--- src/rtl/tib_parser.sv ---
// Terminal-input-buffer tokenizer: splits a console byte stream into null-terminated
// words in the pool scratch region and offers a (start, length) descriptor to FIND.
//
// state | meaning
// SKIP  | discarding delimiters, waiting for the first character of a word
// TOKEN | storing word characters at TIB+len, excess beyond TMAX dropped
// TERM  | terminator write on the memory port, input stalled
// EMIT  | descriptor offered to FIND, held until tok_rdy
module tib_parser #(
    parameter int             DSZ  = 8,
    parameter int             ASZ  = 17,
    parameter logic [ASZ-1:0] TIB  = 'h1FF00,
    parameter int             TMAX = 31
) (
    input  logic                          clk,
    input  logic                          rst,
    input  logic                          ci_vld,
    input  logic [DSZ-1:0]                ci,
    output logic                          ci_rdy,
    output logic                          we,
    output logic [ASZ-1:0]                a,
    output logic [DSZ-1:0]                vo,
    output logic                          tok_vld,
    input  logic                          tok_rdy,
    output logic [ASZ-1:0]                tok_a,
    output logic [$clog2(TMAX+1)-1:0]     tok_len,
    output logic                          ovf
);
    localparam int LW = $clog2(TMAX + 1);

    typedef enum logic [1:0] {SKIP, TOKEN, TERM, EMIT} state_t;

    state_t          state, state_n;
    logic [LW-1:0]   len, len_n;
    logic            ovf_n, we_n, accept, delim;
    logic [ASZ-1:0]  a_n;
    logic [DSZ-1:0]  vo_n;

    function automatic logic is_delim(input logic [DSZ-1:0] b);
        return (b == DSZ'('h20)) || (b == DSZ'('h09)) || (b == DSZ'('h0A)) ||
               (b == DSZ'('h0D)) || (b == DSZ'('h00));
    endfunction

    assign ci_rdy  = (state == SKIP) || (state == TOKEN);
    assign tok_vld = (state == EMIT);
    assign tok_len = tok_vld ? len : '0;
    assign tok_a   = TIB;
    assign accept  = ci_vld && ci_rdy;
    assign delim   = is_delim(ci);

    always_comb begin
        state_n = state;
        len_n   = len;
        ovf_n   = ovf;
        we_n    = 1'b0;
        a_n     = a;
        vo_n    = vo;
        case (state)
            SKIP: begin
                if (accept && !delim) begin
                    we_n    = 1'b1;
                    a_n     = TIB;
                    vo_n    = ci;
                    len_n   = LW'(1);
                    state_n = TOKEN;
                end
            end
            TOKEN: begin
                if (accept) begin
                    if (delim) begin
                        we_n    = 1'b1;
                        a_n     = TIB + ASZ'(len);
                        vo_n    = '0;
                        state_n = TERM;
                    end else if (len < LW'(TMAX)) begin
                        we_n  = 1'b1;
                        a_n   = TIB + ASZ'(len);
                        vo_n  = ci;
                        len_n = len + LW'(1);
                    end else begin
                        ovf_n = 1'b1;
                    end
                end
            end
            TERM: state_n = EMIT;
            EMIT: begin
                if (tok_rdy) begin
                    state_n = SKIP;
                    len_n   = '0;
                    ovf_n   = 1'b0;
                end
            end
            default: state_n = SKIP;
        endcase
    end

    always_ff @(posedge clk or posedge rst) begin
        if (rst) begin
            state <= SKIP;
            len   <= '0;
            ovf   <= 1'b0;
            we    <= 1'b0;
            a     <= '0;
            vo    <= '0;
        end else begin
            state <= state_n;
            len   <= len_n;
            ovf   <= ovf_n;
            we    <= we_n;
            a     <= a_n;
            vo    <= vo_n;
        end
    end
endmodule

--- config.mk ---
export PLATFORM = sky130hd
export DESIGN_NAME = tib_parser
export DESIGN_NICKNAME = d
export VERILOG_FILES = /design/src/rtl/tib_parser.sv
export SDC_FILE = /design/constraint.sdc
export NUM_CORES = 1
export LEC_CHECK = 0
export ABC_CLOCK_PERIOD_IN_PS = 2400
export BUFFER_PORTS_ARGS = -buffer_cell sky130_fd_sc_hd__buf_2
export CAP_MARGIN = 40
export CORE_ASPECT_RATIO = 1.2
export CORE_MARGIN = 3
export CORE_UTILIZATION = 35
export CTS_CLUSTER_DIAMETER = 100
export DETAILED_ROUTE_END_ITERATION = 12
export GPL_ROUTABILITY_DRIVEN = 0
export REMOVE_ABC_BUFFERS = 1
export SLEW_MARGIN = 25
export SYNTH_ARGS = -nofsm -noshare
export SYNTH_HDL_FRONTEND = slang
export SYNTH_SLANG_ARGS = --single-unit
--- constraint.sdc ---
create_clock -name clk -period 2.4 [get_ports clk]
set_clock_uncertainty 0.05 [all_clocks]
set_input_delay 0.12 -clock clk [delete_from_list [all_inputs] [get_ports clk]]
set_output_delay 0.12 -clock clk [all_outputs]
set_load 0.05 [all_outputs]
**Word level (Yosys, flattened, before mapping)**

Cells that the tools add are included.

- Register bits: 34
- Input port bits: 12
- Output and inout bits: 51
- Logic and storage cells: 73

- Add/sub/neg operators: 2
- Magnitude comparators: 1
- Equality and inequality tests: 15
- Multiplexer cells: 32
- Reductions and logical operators: 17

Operators by type and width:

| kind | count |
|---|---|
| 2-to-1 mux 17 bit | 4 |
| case mux 17 bit (2 select lines) | 1 |
| 2-to-1 mux 8 bit | 4 |
| 2-to-1 mux 5 bit | 6 |
| == test 8 x 4 -> 1 bit (second input constant) | 3 |
| case mux 8 bit (2 select lines) | 1 |
| case mux 5 bit (3 select lines) | 1 |
| adder 9 x 6 -> 10 bit (first input constant) | 1 |
| == test 8 x 6 -> 1 bit (second input constant) | 1 |
| logical NOT 8 bit | 1 |
| 2-to-1 mux 1 bit | 8 |
| 2-to-1 mux 2 bit | 4 |
| inequality test 2 bit (second input constant) | 4 |
| case mux 2 bit (4 select lines) | 1 |
| AND reduction 4 bit | 2 |
| inequality test 2 x 1 -> 1 bit (second input constant) | 3 |
| AND reduction 6 bit | 1 |
| adder 5 x 1 -> 5 bit (second input constant) | 1 |
| logical OR 1 bit | 5 |
| < comparator 5 bit (second input constant) | 1 |
| AND reduction 5 bit | 1 |
| == test 2 bit (second input constant) | 2 |
| case mux 1 bit (2 select lines) | 2 |
| nonzero test 2 bit | 2 |
| other kinds (6) | 7 |

**Depth between registers and ports, before layout**

Gate-level depths: netlist (run 1).

- Depth after elaboration: 9
- Gate-level depth with buffers: 7
- Gate-level depth less buffers: 7

**Least setup slack after synthesis (run 1)**

No wires, ideal clock.

- Kind: flip-flop to flip-flop
- From: reg state[0]
- To: reg vo[6]
- Setup time: 125 ps
- Arrival time: 1876 ps
- Data required time: 2225 ps
- Slack: 349 ps
- Stages on the path, launching flop included: 8
- Buffers on the path: 1
- Clock period less this slack: 2051 ps
- Cell sequence: dfrtp_1 inv_1 ha_1 nor2_1 inv_1 o211ai_2 buf_6 mux2_4

- Longest elaborated chain between the ends: 6
- Elaborated cells on any way between the ends: 11
- Those cells by class: 4 x eq/ne; 1 x mux; 6 x reduce/logical

RTL lines:

| element | RTL line | text |
|---|---|---|
| start, declared | 33 | `state_t state, state_n;` |
| start signal, assigned | 106 | `state <= state_n;` |
| == test 2 x 1 -> 1 bit / logical NOT 2 bit (equally long branches) | 44 | `assign ci_rdy = (state == SKIP) \|\| (state == TOKEN);` |
| logical OR 1 bit * | 44 |  |
| via ci_rdy | 19 | `output logic ci_rdy,` |
| logical AND 1 bit * | 48 | `assign accept = ci_vld && ci_rdy;` |
| logical AND 1 bit | 60 | `if (accept && !delim) begin` |
| inequality test 2 x 1 -> 1 bit (no source line) | - |  |
| AND reduction 4 bit (no source line) * | - |  |
| end signal, assigned | 111 | `vo <= vo_n;` |
| end, declared | 22 | `output logic [DSZ-1:0] vo,` |

The timed path passes the listed nets; every way through them passes the cells marked *.
A chain may end at the register's enable or synchronous reset.

**Worst setup path in the final report (run 1)**

- From: reg state[1]
- To: reg vo[5]

- Longest elaborated chain between the ends: 6
- Elaborated cells on any way between the ends: 11
- Those cells by class: 4 x eq/ne; 1 x mux; 6 x reduce/logical

RTL lines:

| element | RTL line |
|---|---|
| == test 2 x 1 -> 1 bit / logical NOT 2 bit (equally long branches) | 44, 58 |
| logical OR 1 bit | 44 |
| logical AND 1 bit | 48 |
| logical AND 1 bit | 60 |
| inequality test 2 x 1 -> 1 bit (no source line) | - |
| AND reduction 4 bit (no source line) | - |

Several ways; a longest one is shown, not always the timed one.

==> results.toml, run 1 <==
[run_status]
run_status = "complete, no violations"

[run]
drv_cap = 0

[clock_tree]
path_clk_slew_ns = 0.08
cts_sinks = 23
cts_resized = 0
cts-root-buf = "clkbuf_8"
insertion_delay_ns = 0.27
cts_buffers = 3
clockBufferDepth = 2
tritoncts = "yes"
cts_htree_levels = 1

[global_route]
grt_use_met2_pct = 19.76
track_usage_pct = 13.10
use_met3_pct = 2.575
grt_pass1_vias = 1080
overflow = 0
grt_pass1_wl_mm = 5.375
antenna_found_initial = 0
grt_start_max_net_pins = 18
grtUsageMet1_pct = 18.60
top_usage_layer = "met2"

[logic_synthesis]
yosysSeqAreaShare_pct = 37.61
synth_area_per_cell_um2 = 10.13
synth_cells = 151
syn_area_um2 = 1530
synthArstFlopShare_pct = 100.0
synth_seq_cells = 23
yosysWarningCount = 0
synth-edff-count = 0
synth_cell_types = 42
synth_flop_cell = "dfrtp_1"

[timing]
fin_tns_setup_ns = 0
slew_violations = 0
fin_ws_ns = 0.4557
rsz0062_at_grt = "no"
setup_viol = 0
hold_viol_final = 0
period_share_pct = 81.01
post-route-min-period_ns = 1.944
timing.fmax_mhz = 514.3

[layout]
final_nets = 206
syn_to_final_growth_pct = 12.92
fin_util_pct = 42.49
fill_cells = 438
final_cell_mix = "buf_2, dfrtp_1, conb_1"
drive_above_1_share_pct = 33.51
layout_commonest_cell = "buf_2"
diodes = 0

[setup_path]
crit_fanout = 12
critPathSlowestCell = "dfrtp_1"
worstPathArrival_ns = 2.05
cp-end-kind = "register"
crit_top_cell = "inv_1"
cp-start-kind = "register"
crit_chain = "inv_1 > ha_1 > nor2_1 > inv_1 > o211ai_2 > buf_4 > a22o_1"
crit_path_max_incr_delay_ns = 0.41
crit_required_ns = 2.51
path_class = "register to register"

[placed_design]
io_buffers = 42
place_ws_ns = 0.4551
hpwl_mm = 2.506

[route]
vias = 1143
routed_wirelength_mm = 3.254
firstDrtPassIters = 4
wl_per_cell_um = 13.45
ant_nets = 0
drc = 0
drtIter0Drc = 22
via_per_inst = 4.723

[hold_path]
min_path_type = "input pin to register"

[floorplan]
core_um2 = 4066
fp.dieArea_um2 = 5205
num_io_pins = 63
die_w_um = 66.36
die_h_um = 78.43
start_util_pct = 37.63
rows = 25

[power_and_ir_drop]
p_leak_uw = 0.0008736
peakVddDrop_mv = 0.5760
power.density_nw_per_um2 = 1406
finalPower_uw = 2430
## metal layers
layer,vias up,wire length (um)
li1,557,-
met1,547,1492
met2,34,1522
met3,5,195
met4,0,44
met5,-,0
## synthesized netlist by cell type, drive strengths merged, types with 2 or more instances
library cell / number / area (um^2)
a211oi: 3 / 22.52
a21oi: 5 / 28.78
a22o: 8 / 70.07
a22oi: 2 / 15.01
and2: 6 / 37.54
and3: 2 / 12.51
buf: 31 / 237.7
conb: 2 / 7.510
dfrtp: 23 / 575.6
ha: 5 / 62.56
inv: 8 / 30.03
mux2: 6 / 71.31
mux2i: 7 / 73.82
nand2: 8 / 30.03
nand2b: 4 / 25.02
nand3: 4 / 20.02
nor2: 8 / 32.54
o2111a: 2 / 22.52
o211ai: 2 / 20.02
o21ai: 3 / 18.76
## kinds of logic after synthesis
group | synth area share (%)
buf+inv | 17.74
compound gates | 19.54
simple gates | 11.04
flops | 37.61
mux | 9.484
fa+ha+maj | 4.088
other cells | 0.4908
## path summary, 6_finish.rpt
check | from | to | slack (ns) | cells after the start
worst max-delay path | state[1]$_DFFE_PP0P_ | vo[5]$_DFFE_PP0P_ | 0.46 | 7
worst min-delay path | ci[5] | vo[5]$_DFFE_PP0P_ | 0.04 | 2
worst max register to register | state[1]$_DFFE_PP0P_ | vo[5]$_DFFE_PP0P_ | 0.46 | 7
worst min register to register | vo[2]$_DFFE_PP0P_ | vo[2]$_DFFE_PP0P_ | 0.45 | 1
max in group asynchronous | rst | vo[5]$_DFFE_PP0P_ | 1.61 | 4
min in group asynchronous | rst | a[2]$_DFFE_PP0P_ | 0.27 | 3
## worst max-delay path, delay by kind of cell (launching register included)
| family | cells | cell delay [ns] |
|---|---|---|
| buffers and inverters | 3 | 0.45 |
| flip-flops | 1 | 0.41 |
| AND/OR/NAND/NOR | 1 | 0.13 |
| AO/OA/AOI/OAI | 2 | 0.40 |
| adder cells (fa/ha/maj) | 1 | 0.40 |
## state kept, by name (all words and copies together), names as in the netlist
register  flops
vo            8
a             6
len           5
state         2
ovf           1
we            1
## power by group
| part | switching [uW] | internal (uW) |
|---|---|---|
| sequential | 122 | 550 |
| clock | 130 | 116 |
| combinational | 1070 | 445 |
| total | 1320 | 1110 |
## repair_timing
action	4_1_cts	5_1_grt
setup buffers	0	0
hold buffers	1	0
endpoints found under the hold margin	6	0
## final cells by class
type / count / area [um^2] / share of cell area, %
Tap cell: 54 / 67.56 / 3.910
Sequential cell: 23 / 575.6 / 33.31
Clock inverter: 1 / 5.005 / 0.2896
Inverter: 8 / 30.03 / 1.738
Multi-Input combinational cell: 106 / 750.7 / 43.45
Clock buffer: 3 / 41.29 / 2.390
Timing Repair Buffer: 47 / 257.7 / 14.92
## stage by stage
step / std cells / hold slack (ns) / area (um^2)
final: 242 / 0.03823 / 1728
after CTS: 242 / 0.03708 / 1728
after floorplan: 137 / 0.07192 / 1356
after global routing: 242 / 0.05205 / 1728
after global placement: 236 / 0.3083 / 1657
after detailed placement: 237 / 0.01675 / 1672
(Power assumes the default switching activity.)
==> run 2, diff against run 1 <==
ABC_CLOCK_PERIOD_IN_PS = 1750   (was 2400)
clock period = 1.75 ns   (was 2.4 ns; I/O delays follow)
==> run 2 against run 1 <==
Net effect: sequential power increased by 29%; die area unchanged; non-clock buffer count increased by 21; critical path depth down 1; via count increased by 6.9%; core utilization increased by 5.1 points; largest power group unchanged.
==> results.toml, run 2 (synthesis gave the netlist of run 1 again) <==
[placed_design]
post-place-cells = 255
io_buffers = 42
hpwl_mm = 2.679

[layout]
syn_to_final_growth_pct = 26.49
final_cells = 263
drive_above_1_share_pct = 43.54
layout_commonest_cell = "buf_2"
reg.largest.list = "vo x8, a x6, len x5"
largest_register_ffs = 8
final_nets = 227
final_cell_mix = "buf_2, dfrtp_1, buf_4, conb_1"
diodes = 0
regMostFlops = "vo"
fill_cells = 401

[setup_path]
crit_required_ns = 1.86
critPathSlowestCell = "dfrtp_1"
path_buf_inv = 2
crit_chain = "inv_1 > ha_2 > nor2_2 > buf_4 > o31ai_2 > mux2_1"
path_depth = 6
crit_start = "state[1]$_DFFE_PP0P_"
worstPathArrival_ns = 1.83
cpLargestDelayFamily = "flip-flops"
r2r_setup_slack_ns = 0.03
rr_worst_depth = 6
rr_endpoint = "state[1]$_DFFE_PP0P_"
r2r-start = "state[1]$_DFFE_PP0P_"
crit_fanout = 6
crit_end = "state[1]$_DFFE_PP0P_"
cp-end-kind = "register"
path_class = "register to register"
cp-start-kind = "register"
crit_path_max_incr_delay_ns = 0.39

[global_route]
grt_start_max_net_pins = 24
overflow = 0
track_usage_pct = 13.93
grt_pass1_wl_mm = 5.685
antenna_found_initial = 0
grt_pass1_vias = 1202

[clock_tree]
cts_sinks = 23
path_clk_slew_ns = 0.09
tritoncts = "yes"
cts_htree_levels = 1
cts-root-buf = "clkbuf_8"
clockBufferDepth = 2
insertion_delay_ns = 0.28
cts_buffers = 3

[run_status]
run_status = "complete, no violations"

[route]
wl_per_cell_um = 13.14
ant_nets = 0
routed_wirelength_mm = 3.456
drc = 0
firstDrtPassIters = 6
drtIter0Drc = 46
vias = 1222
via_per_inst = 4.646

[power_and_ir_drop]
finalPower_uw = 3735
p_leak_uw = 0.0009798
power.density_nw_per_um2 = 1930
peakVddDrop_mv = 0.9160

[floorplan]
rows = 25
die_w_um = 66.36
fp.dieArea_um2 = 5205
start_util_pct = 37.63
core_um2 = 4066
die_h_um = 78.43
num_io_pins = 63

[hold_path]
min_path_type = "input pin to register"

[timing]
hold_viol_final = 0
holdWs_ns = 0.004964
period_share_pct = 98.22
setup_viol = 0
rsz0062_at_grt = "yes"
timing.fmax_mhz = 581.8
post-route-min-period_ns = 1.719
slew_violations = 0

[run]
drv_cap = 0
run 2: cell count changes in the layout (fill, tap and decap cells not counted), sizes merged:
cell	before	now
buf	46	64
dlygate4sd3	1	3
clkbuf	3	4
run 2: worst min-delay path by stage:
| stage | startpoint | end | slack, ns | depth (start not counted) |
|---|---|---|---|---|
| final | ci[7] | vo[7]$_DFFE_PP0P_ | 0.005 | 2 |
| after global routing | ci[6] | vo[6]$_DFFE_PP0P_ | 0.006 | 2 |
| after CTS | ci[6] | vo[6]$_DFFE_PP0P_ | 0.005 | 2 |
| after detailed placement | rst | a[15]$_DFFE_PP0P_ | 0.1 | 3 |
| after global placement | rst | a[4]$_DFFE_PP0P_ | 0.1 | 3 |
| after floorplan | rst | a[0]$_DFFE_PP0P_ | 0.04 | 1 |
run 2: per-layer routing:
layer	part of all wire [%]	vias up	global-route usage (%)
met4	1.8	0	6.098
met5	0	-	0
li1	-	602	-
met1	45	576	18.89
met3	4.8	5	1.574
met2	49	39	22.05
run 2: repair_timing:
| action | 4_1_cts | 5_1_grt |
|---|---|---|
| buffers inserted | 0 | 1 |
| endpoints found under the setup margin | 8 | 21 |
| gates resized for setup | 2 | 12 |
| pin swaps | 0 | 3 |
| hold endpoints to repair | 25 | 0 |
| hold buffers | 3 | 0 |
run 2: cell type report:
class / count / area (um^2) / area share (%)
Clock buffer: 3 / 41.29 / 2.133
Clock inverter: 1 / 5.005 / 0.2586
Inverter: 8 / 30.03 / 1.551
Multi-Input combinational cell: 106 / 794.5 / 41.05
Sequential cell: 23 / 575.6 / 29.73
Tap cell: 54 / 67.56 / 3.491
Timing Repair Buffer: 68 / 421.7 / 21.78
run 2: worst register-to-register path: cells and delay by family, from the launching register on:
kind                       cells  cell delay (ns)
buffers and inverters          2             0.21
AOI/OAI and AO/OA              1             0.29
and+or+nand+nor                1             0.05
DFF                            1             0.39
muxes                          1             0.36
adders and majority gates      1             0.26
run 2: report_power, final:
group	internal (uW)	switching, uW	leakage (uW)	total (uW)
Combinational	904	1610	0.000668	2520
Sequential	754	113	0.000286	867
Clock	160	191	0.0000255	351
run 2: metrics by stage:
stage / TNS, ns / setup WS (ns) / util, % / area, um^2
2_1_floorplan: -17.28 / -1.641 / - / 1356
3_3_place_gp: 0 / 0.01008 / 44.25 / 1799
3_5_place_dp: -0.07140 / -0.01890 / 44.25 / 1799
4_1_cts: -0.1352 / -0.03020 / 46.34 / 1884
5_1_grt: -0.2836 / -0.04043 / 47.60 / 1936
6_report: 0 / 0.03119 / 47.60 / 1936
==> run 3, diff against run 2 <==
ABC_CLOCK_PERIOD_IN_PS = 2100   (was 1750)
clock period = 2.1 ns   (was 1.75 ns; I/O delays follow)
==> run 3 against run 2 <==
Net effect: clock-buffer cell count did not move; largest cell class unchanged; core utilization decreased by 4.7 points; clock power decreased by 19%; combinational power shrank 30%; via count down 5.2%; first-iteration DRC count fell by 52%.
==> results.toml, run 3 (synthesis gave the netlist of run 1 again) <==
[run_status]
run_status = "complete, no violations"

[floorplan]
die_w_um = 66.36
rows = 25
core_um2 = 4066
num_io_pins = 63
start_util_pct = 37.63
die_h_um = 78.43
fp.dieArea_um2 = 5205

[clock_tree]
tritoncts = "yes"
path_clk_slew_ns = 0.09
insertion_delay_ns = 0.27
clockBufferDepth = 2
cts_htree_levels = 1
cts_buffers = 3
cts_sinks = 23
cts-root-buf = "clkbuf_8"
cts_setup_buffers = 0

[layout]
final_cell_mix = "buf_2, dfrtp_1, conb_1"
reg.largest.list = "vo x8, a x6, len x5"
largest_register_ffs = 8
regMostFlops = "vo"
fin_util_pct = 42.86
final_nets = 209
layout_commonest_cell = "buf_2"
seqCellArea_um2 = 575.6
fill_cells = 412
drive_above_1_share_pct = 34.55
diodes = 0
syn_to_final_growth_pct = 13.90
final_cells = 245
multi_input_area_um2 = 750.7

[power_and_ir_drop]
finalPower_uw = 2811
p_leak_uw = 0.0008868
p_seq_share_pct = 26.8
pwr-share-comb_pct = 63.0
pwr-share-clk_pct = 10.2
power.internal_uw = 1291
p_switching_uw = 1520
switching_share_pct = 54.09
power.density_nw_per_um2 = 1613
peakVddDrop_mv = 0.6462

[setup_path]
crit_fanout = 7
path_class = "register to register"
crit_required_ns = 2.20
cp-end-kind = "register"
cp-start-kind = "register"
worstPathArrival_ns = 1.98

[placed_design]
post-place-cells = 240
hpwl_mm = 2.556
io_buffers = 42

[timing]
hold_viol_final = 0
post-route-min-period_ns = 1.884
rsz0062_at_grt = "no"
timing.fmax_mhz = 530.8
holdWs_ns = 0.007643
period_share_pct = 89.72
slew_violations = 0
setup_viol = 0

[route]
routed_wirelength_mm = 3.277
via_per_inst = 4.731
drc = 0
drtIter0Drc = 22
firstDrtPassIters = 4
ant_nets = 0
wl_per_cell_um = 13.38
vias = 1159

[hold_path]
min_path_type = "input pin to register"

[global_route]
track_usage_pct = 13.17
grt_start_max_net_pins = 24
grt_pass1_vias = 1099
antenna_found_initial = 0
grt_pass1_wl_mm = 5.382
overflow = 0

[run]
drv_cap = 0
==> run 3: routing by layer <==
metal	wire, um	GRT usage, %
met1	1483	18.64
met2	1582	20.46
met3	163	1.431
met4	48	4.878
met5	0	0
==> run 3: layout make-up <==
cell class | count | area share (%)
Clock buffer | 3 | 2.369
Clock inverter | 1 | 0.2872
Inverter | 8 | 1.723
Multi-Input combinational cell | 106 | 43.07
Sequential cell | 23 | 33.02
Tap cell | 54 | 3.877
Timing Repair Buffer | 50 | 15.65
==> run 3: what timing repair did <==
| item | in CTS | in global routing |
|---|---|---|
| resized for setup | 0 | 0 |
| endpoints found under the hold margin | 23 | 0 |
| hold buffers | 1 | 0 |
| setup endpoints to repair | 0 | 0 |
==> run 3: stage by stage <==
step | setup slack [ns] | area [um^2] | setup TNS (ns)
2_1_floorplan | -1.291 | 1356 | -10.57
5_1_grt | 0.06003 | 1743 | 0
3_5_place_dp | 0.2087 | 1687 | 0
6_report | 0.2159 | 1743 | 0
3_3_place_gp | 0.2457 | 1687 | 0
4_1_cts | 0.1959 | 1743 | 0
==> run 3: path summary, 6_finish.rpt <==
check                                      from                 end  slack, ns  cells past startpoint
max                        state[1]$_DFFE_PP0P_  len[1]$_DFFE_PP0P_       0.22                      6
max in group asynchronous                   rst   vo[7]$_DFFE_PP0P_       1.42                      4
min in group asynchronous                   rst  len[3]$_DFFE_PP0P_       0.35                      4
min                                       ci[5]   vo[5]$_DFFE_PP0P_      0.008                      2
min reg2reg                   vo[7]$_DFFE_PP0P_   vo[7]$_DFFE_PP0P_       0.45                      1
max reg2reg                state[1]$_DFFE_PP0P_  len[1]$_DFFE_PP0P_       0.22                      6
==> run 3: power groups by stage <==
| stage | Combinational (uW) | Sequential, uW | Clock (uW) |
|---|---|---|---|
| 2_1_floorplan | 921 | 1210 | 0 |
| 3_3_place_gp | 1780 | 761 | 0 |
| 3_5_place_dp | 1780 | 765 | 0 |
| 4_1_cts | 1790 | 756 | 294 |
| 5_1_grt | 1900 | 777 | 313 |
| 6_report | 1770 | 754 | 286 |
==> run 3: worst max-delay path, cell delays in order (launching register included) <==
cell      delay, ns
dfrtp_1        0.42
inv_1          0.09
ha_1           0.30
inv_1          0.16
a211oi_1       0.36
o221ai_2       0.21
mux2i_1        0.16
